--- config.mk ---
export PLATFORM = sky130hd
export DESIGN_NAME = spi_frame_receiver_esp8266
export DESIGN_NICKNAME = d
export VERILOG_FILES = /design/src/rtl/spi_esp8266_pkg.sv /design/src/rtl/edge_detect_rise_fall.sv /design/src/rtl/spi_frame_receiver_esp8266.sv
export SDC_FILE = /design/constraint.sdc
export NUM_CORES = 1
export LEC_CHECK = 0
export ABC_AREA = 1
export BUFFER_PORTS_ARGS = -buffer_cell sky130_fd_sc_hd__buf_4
export CAP_MARGIN = 5
export CORE_UTILIZATION = 35
export CTS_CLUSTER_SIZE = 30
export DETAILED_ROUTE_END_ITERATION = 10
export MAX_ROUTING_LAYER = met4
export PLACE_DENSITY = 0.63
export SETUP_SLACK_MARGIN = 0.1
export SYNTH_ARGS = -nofsm -noshare
export SYNTH_HDL_FRONTEND = slang
export SYNTH_SLANG_ARGS = --single-unit
--- constraint.sdc ---
create_clock -name clock -period 2.5 [get_ports clock]
set_input_delay 0.5 -clock clock [delete_from_list [all_inputs] [get_ports clock]]
set_output_delay 0.5 -clock clock [all_outputs]
set_load 0.005 [all_outputs]
--- src/rtl/spi_esp8266_pkg.sv ---
// Shared constants and frame-state encoding for the ESP8266 SPI byte link
// (used by both the transmit control and the frame receiver).
package spi_esp8266_pkg;

  localparam int         NUM_BYTES = 32;
  localparam logic [7:0] CMD_WRITE = 8'h02;

  // Byte positions within a frame
  localparam int OFFSET_CMD     = 0;
  localparam int OFFSET_ADDR    = 1;
  localparam int OFFSET_PAYLOAD = 2;

  typedef enum logic [2:0] {
    IDLE,
    CMD,
    ADDR,
    DATA,
    DISCARD
  } frame_state_t;

endpackage

--- src/rtl/edge_detect_rise_fall.sv ---
// Single-bit edge detector: registers the previous value and flags
// rising and falling transitions combinationally in the current cycle.
module edge_detect_rise_fall (
  input  logic clock,
  input  logic reset_n,
  input  logic sig,
  output logic rise,
  output logic fall
);

  logic sig_prev;

  always_ff @(posedge clock or negedge reset_n) begin
    if (!reset_n) sig_prev <= 1'b0;
    else          sig_prev <= sig;
  end

  assign rise = sig & ~sig_prev;
  assign fall = ~sig & sig_prev;

endmodule

--- src/rtl/spi_frame_receiver_esp8266.sv ---
// Parses command/address/payload frames from the SPI receive side and commits
// the assembled payload to `data` when a write frame ends cleanly.
module spi_frame_receiver_esp8266 #(
  parameter int         NUM_BYTES = spi_esp8266_pkg::NUM_BYTES,
  parameter logic [7:0] CMD_WRITE = spi_esp8266_pkg::CMD_WRITE
) (
  input  logic                   clock,
  input  logic                   reset_n,
  input  logic                   do_valid,
  input  logic [7:0]             do_byte,
  input  logic                   ssel_n,
  output logic [8*NUM_BYTES-1:0] data,
  output logic                   dataValid,
  output logic                   frameError,
  output logic [7:0]             bytesReceived
);

  import spi_esp8266_pkg::*;

  localparam int         DATA_W      = 8 * NUM_BYTES;
  localparam logic [7:0] NUM_BYTES_B = 8'(NUM_BYTES);

  logic byte_ev, do_valid_fall_unused;
  logic frame_start, frame_end;

  edge_detect_rise_fall u_edge_valid (
    .clock   (clock),
    .reset_n (reset_n),
    .sig     (do_valid),
    .rise    (byte_ev),
    .fall    (do_valid_fall_unused)
  );

  edge_detect_rise_fall u_edge_ssel (
    .clock   (clock),
    .reset_n (reset_n),
    .sig     (ssel_n),
    .rise    (frame_end),
    .fall    (frame_start)
  );

  frame_state_t state, state_next, state_after_byte;

  logic [DATA_W-1:0] shadow, shadow_nxt;
  logic [7:0]        ptr, count, count_nxt;
  logic              shadow_load, cnt_clr, ptr_ld, wr_byte, commit, err;

  always_ff @(posedge clock or negedge reset_n) begin
    if (!reset_n) state <= IDLE;
    else          state <= state_next;
  end

  // The byte of this cycle is applied first; frame end then acts on the result.
  always_comb begin
    state_after_byte = state;
    state_next       = state;
    shadow_load      = 1'b0;
    cnt_clr          = 1'b0;
    ptr_ld           = 1'b0;
    wr_byte          = 1'b0;
    commit           = 1'b0;
    err              = 1'b0;

    case (state)
      IDLE: begin
        if (frame_start) begin
          shadow_load      = 1'b1;
          cnt_clr          = 1'b1;
          state_after_byte = CMD;
        end
      end
      CMD: begin
        if (byte_ev)
          state_after_byte = (do_byte == CMD_WRITE) ? ADDR : DISCARD;
      end
      ADDR: begin
        if (byte_ev) begin
          if (do_byte < NUM_BYTES_B) begin
            ptr_ld           = 1'b1;
            state_after_byte = DATA;
          end else begin
            state_after_byte = DISCARD;
          end
        end
      end
      DATA: begin
        if (byte_ev) begin
          if (ptr < NUM_BYTES_B) wr_byte = 1'b1;
          else                   state_after_byte = DISCARD;
        end
      end
      default: ;
    endcase

    if (state != IDLE && frame_end) begin
      state_next = IDLE;
      if (state_after_byte == DATA) commit = (count_nxt != 8'd0);
      else                          err    = 1'b1;
    end else begin
      state_next = state_after_byte;
    end
  end

  assign count_nxt = count + {7'd0, wr_byte};

  always_comb begin
    shadow_nxt = shadow;
    if (shadow_load) shadow_nxt = data;
    if (wr_byte) begin
      for (int k = 0; k < NUM_BYTES; k++)
        if (ptr == 8'(k)) shadow_nxt[8*k +: 8] = do_byte;
    end
  end

  always_ff @(posedge clock or negedge reset_n) begin
    if (!reset_n) begin
      shadow        <= '0;
      ptr           <= 8'd0;
      count         <= 8'd0;
      data          <= '0;
      dataValid     <= 1'b0;
      frameError    <= 1'b0;
      bytesReceived <= 8'd0;
    end else begin
      shadow     <= shadow_nxt;
      dataValid  <= commit;
      frameError <= err;
      if (cnt_clr) count <= 8'd0;
      else         count <= count_nxt;
      if (ptr_ld)       ptr <= do_byte;
      else if (wr_byte) ptr <= ptr + 8'd1;
      if (commit) begin
        data          <= shadow_nxt;
        bytesReceived <= count_nxt;
      end
    end
  end

endmodule
==> results list <==
- Run status: finished, violations left
* Violated checks: setup timing
- In this run, flip-flops and latches consume 41.5% of the power.
- Met2 layer usage reported by global route: 39.8%
- The placed instances occupy a cell area of 0.0305 mm2.
- Synth warn: 0
* Post-synth design cell area: 0.0266 mm2
- Kind of critical path: flop to flop
* First-pass GRT wire length: 150000 um
* Remaining routing DRC violations: 0
- Drt initial violations: 2572
- Worst reg-to-reg path cell count: 20
* Startpoint of the worst-slack reg-to-reg timing path: ptr[7]
* Synth async-reset ratio: 100%
- In this run the worst path has a maximum fanout of 10.
- Footprint of the multi-input gates: 0.0117 mm2
- In this run the critical register-to-register path is captured at data[242].
* Minimum setup slack in the final design: -0.109 ns
- From synthesis to final layout, the design area changed by 28.8%.
- Cell with the most instances after synthesis: nand2_1
- Clock-pin slew was measured on the worst setup and hold paths at 0.06 ns.
* Initial cell density of the core: 35.6%
- Core Region: 0.0748 mm2
* Number of register bits inferred by synthesis: 543
- The first detailed-routing pass ran for 6 iterations.
* Finish-stage setup viols: 180
* Chip width: 278 um
- Data on the critical path arrives at its endpoint at 3.12 ns.
- The wire-length estimate of the detail-placed layout is 57300 um.
* Setup repair after global routing missed its margin: yes
- Port buffering added 277 buffers.
* Max-slew headroom at the worst pin: 44.5%
- Final setup skew: 0.0142 ns
- The die covers 0.0772 mm2.
- The number of antenna violations at the first check in global routing is 1.
- Number of cells produced by synthesis: 3394
- Depth of the CTS H-tree: 2
* Top-level port count: 278
- Number of max-slew violations in the final report: 0
- Count of flip-flops with a built-in enable after synthesis: 0
* Sequential cell area: 0.0136 mm2
* Power Dens Cells: 621 mW/mm2
- Fill cell count: 7193
- Timing would allow up to 383 MHz.
* Final standard cell area without fillers: 0.0343 mm2
* Worst Hold Class: input pin to flop
- Clock root cell: clkbuf_16
* Maximum clock insertion buffer count: 3
- Minimum period implied by the final worst setup slack: 2.61 ns
- Total via count in the routed design: 26300
- Most used routing layer: met2
- Share of power burned in the clock network: 43.6%
* Fraction of final layout cells with drive strength greater than 1: 20.5%
- STA puts the critical path data required time at 3.01 ns.
* Comb power frac: 14.9%
- Switching Fraction: 29.2%
- The number of endpoints with negative hold slack in the final report is 0.
- Detail Route Antenna Nets: 0
- Mean post-synth cell area: 7.85 um2
- At the later pin of the worst-skew pair, clock insertion delay measures 0.63 ns.
* Met3 GRT Util: 4.00%
- Final Cycle Share: 104%
* Clock buffers created by TritonCTS: 61
- Synthesis produced a netlist with a net count of 3412.
- In the global route stage, met1 resource usage came out at 33.8%.
- Num rows: 100
- Static Leakage: 0.0189 uW
* Source of the critical timing path: ptr[7]
- Across the run, the number of max-cap violations was 0.
- Entering global routing, the biggest net connects 99 pins.
- CTS tree: done
- Across the VDD grid, the largest voltage drop is 0.000534 V.
- Register-to-register setup slack: -0.11 ns
* Number of global-route vias before repair: 24800
- The most used flip-flop cell after synthesis is dfrtp_1.
- Global routing used 25.4% of the available tracks across all layers.
- Measured along the y axis, the die boundary spans 278 um.
* Synth cell types: 33
- Global routing finished with a remaining overflow of 0.
- For this design the total switching power over the nets is 6220 uW.
- Type of origin of the critical path: flop
* Total number of clock tree sinks: 543
- Drt wl/cell: 21.6 um
- Yosys attributes the largest share of cell area to dfrtp_1 (51%), nand2_1 (23%), nand4_1 (13%), nand3_1 (4.9%), buf_2 (3.4%).
* Utilization of the core after routing: 45.8%
- Synth area leader: dfrtp_1
- The share of the Yosys chip area taken by registers is 51.0%.
* Vias per inst: 5.57
- At the end of the flow, the number of nets in the layout was 3711.
- Slew @ Worst Pin: 0.833 ns
* Leading post-synthesis cells by instance count: nand2_1 (1615), nand4_1 (544), dfrtp_1 (543)
- STA classifies the critical path endpoint as a flop.
- Placer Congestion: 0.815
* DRT Wirelength: 102000 um
- In this run the worst setup path terminates at data[242].
* Area share of the leading cell type in the synthesized netlist: 51.0%
* Design internal power: 15100 uW
registers in the layout (all words and copies together) (netlist names):
name	flops
state	3
frameError	1
dataValid	1
count	8
ptr	8
bytesReceived	8
u_edge_valid.sig_prev	1
data	256
shadow	256
u_edge_ssel.sig_prev	1
worst max-delay path, cell delays in order, from the launching register on:
cell and delay, ns:
dfrtp_1 0.38, nor2_2 0.16, nand2_2 0.08, inv_2 0.06
nand3_2 0.07, inv_2 0.09, ha_4 0.14, nand2_4 0.06
nor2_4 0.13, buf_6 0.11, nand3_1 0.11, nand2_2 0.15
nor2_4 0.05, nand3_4 0.07, buf_12 0.12, nand3_4 0.10
buf_4 0.17, buf_12 0.14, clkbuf_16 0.17, nand2_1 0.07
nand2_1 0.06
worst min-delay path by stage:
stage | startpoint | endpoint | slack [ns] | cells past startpoint
2_1_floorplan | reset_n | bytesReceived[0] | 0.20 | 0
3_3_place_gp | bytesReceived[6] | bytesReceived[6] | 0.46 | 2
3_5_place_dp | bytesReceived[3] | bytesReceived[3] | 0.47 | 2
4_1_cts | do_valid | u_edge_valid.sig_prev | 0.08 | 2
5_1_grt | do_valid | u_edge_valid.sig_prev | 0.1 | 2
6_report | do_valid | u_edge_valid.sig_prev | 0.12 | 2
timing repair:
action / in CTS / in global routing
pin swaps: 13 / 13
resized for setup: 40 / 109
gates cloned: 7 / 26
setup endpoints to repair: 265 / 426
hold buffers: 2 / 0
hold endpoints to repair: 43 / 0
setup buffers: 38 / 14
final cells by class:
class	instances	area share, %
clock buffers	100	5.52
diodes	1	0.00730
clock inverters	11	0.463
well taps	969	3.54
flip-flops and latches	543	39.6
repair buffers	545	16.2
multi-input cells	2500	34.1
inverters	42	0.525
power groups by stage:
stage               sequential [uW]  combinational (uW)  clock [uW]
global placement               9000                3060           0
detailed placement             9000                3070           0
CTS                            8850                3120        9360
finish                         8850                3160        9280
floorplan                      9010                1600           0
global route                   8850                3300        9720
per-stage QoR:
| stage | std cells | setup TNS, ns | hold slack (ns) | setup WS [ns] | total power [uW] |
|---|---|---|---|---|---|
| 2_1_floorplan | 3394 | 0 | 0.204 | 0.135 | 10600 |
| 3_3_place_gp | 4516 | -14.29 | 0.458 | -0.0996 | 12100 |
| 3_5_place_dp | 4516 | -23.88 | 0.468 | -0.174 | 12100 |
| 4_1_cts | 4672 | 0 | 0.0821 | 0.0145 | 21300 |
| 5_1_grt | 4711 | -41.82 | 0.0963 | -0.225 | 21900 |
| 6_report | 4711 | -12.82 | 0.121 | -0.109 | 21300 |
cells by family (layout without fill, tap and decap cells):
logic type	Yosys count	in the layout	synth area share (%)
AO/OA/AOI/OAI	19	19	0.423
XOR/XNOR	2	2	0.0658
adder cells (fa/ha/maj)	6	6	0.282
buffers and inverters	351	698	6.52
flip-flops	543	543	51.0
other	0	1	0
AND/OR/NAND/NOR	2473	2473	41.7
per-layer routing:
layer	part of all wire, %	vias up
met5	0	-
met4	3.0	0
met3	8.3	205
met2	47	1298
met1	41	12800
li1	-	12000
cells in the final DEF, fill, tap and decap left out, types with 21 or more instances in the layout:
cell type | Yosys | layout
nand2_1 | 1615 | 1543
nand4_1 | 544 | 544
dfrtp_1 | 543 | 543
buf_4 | 12 | 432
nand3_1 | 260 | 255
clkbuf_16 | 0 | 83
nand2_2 | 2 | 57
buf_12 | 0 | 51
inv_1 | 30 | 28
clkbuf_8 | 0 | 22
nor2_2 | 21 | 21
(Power assumes the default switching activity.)
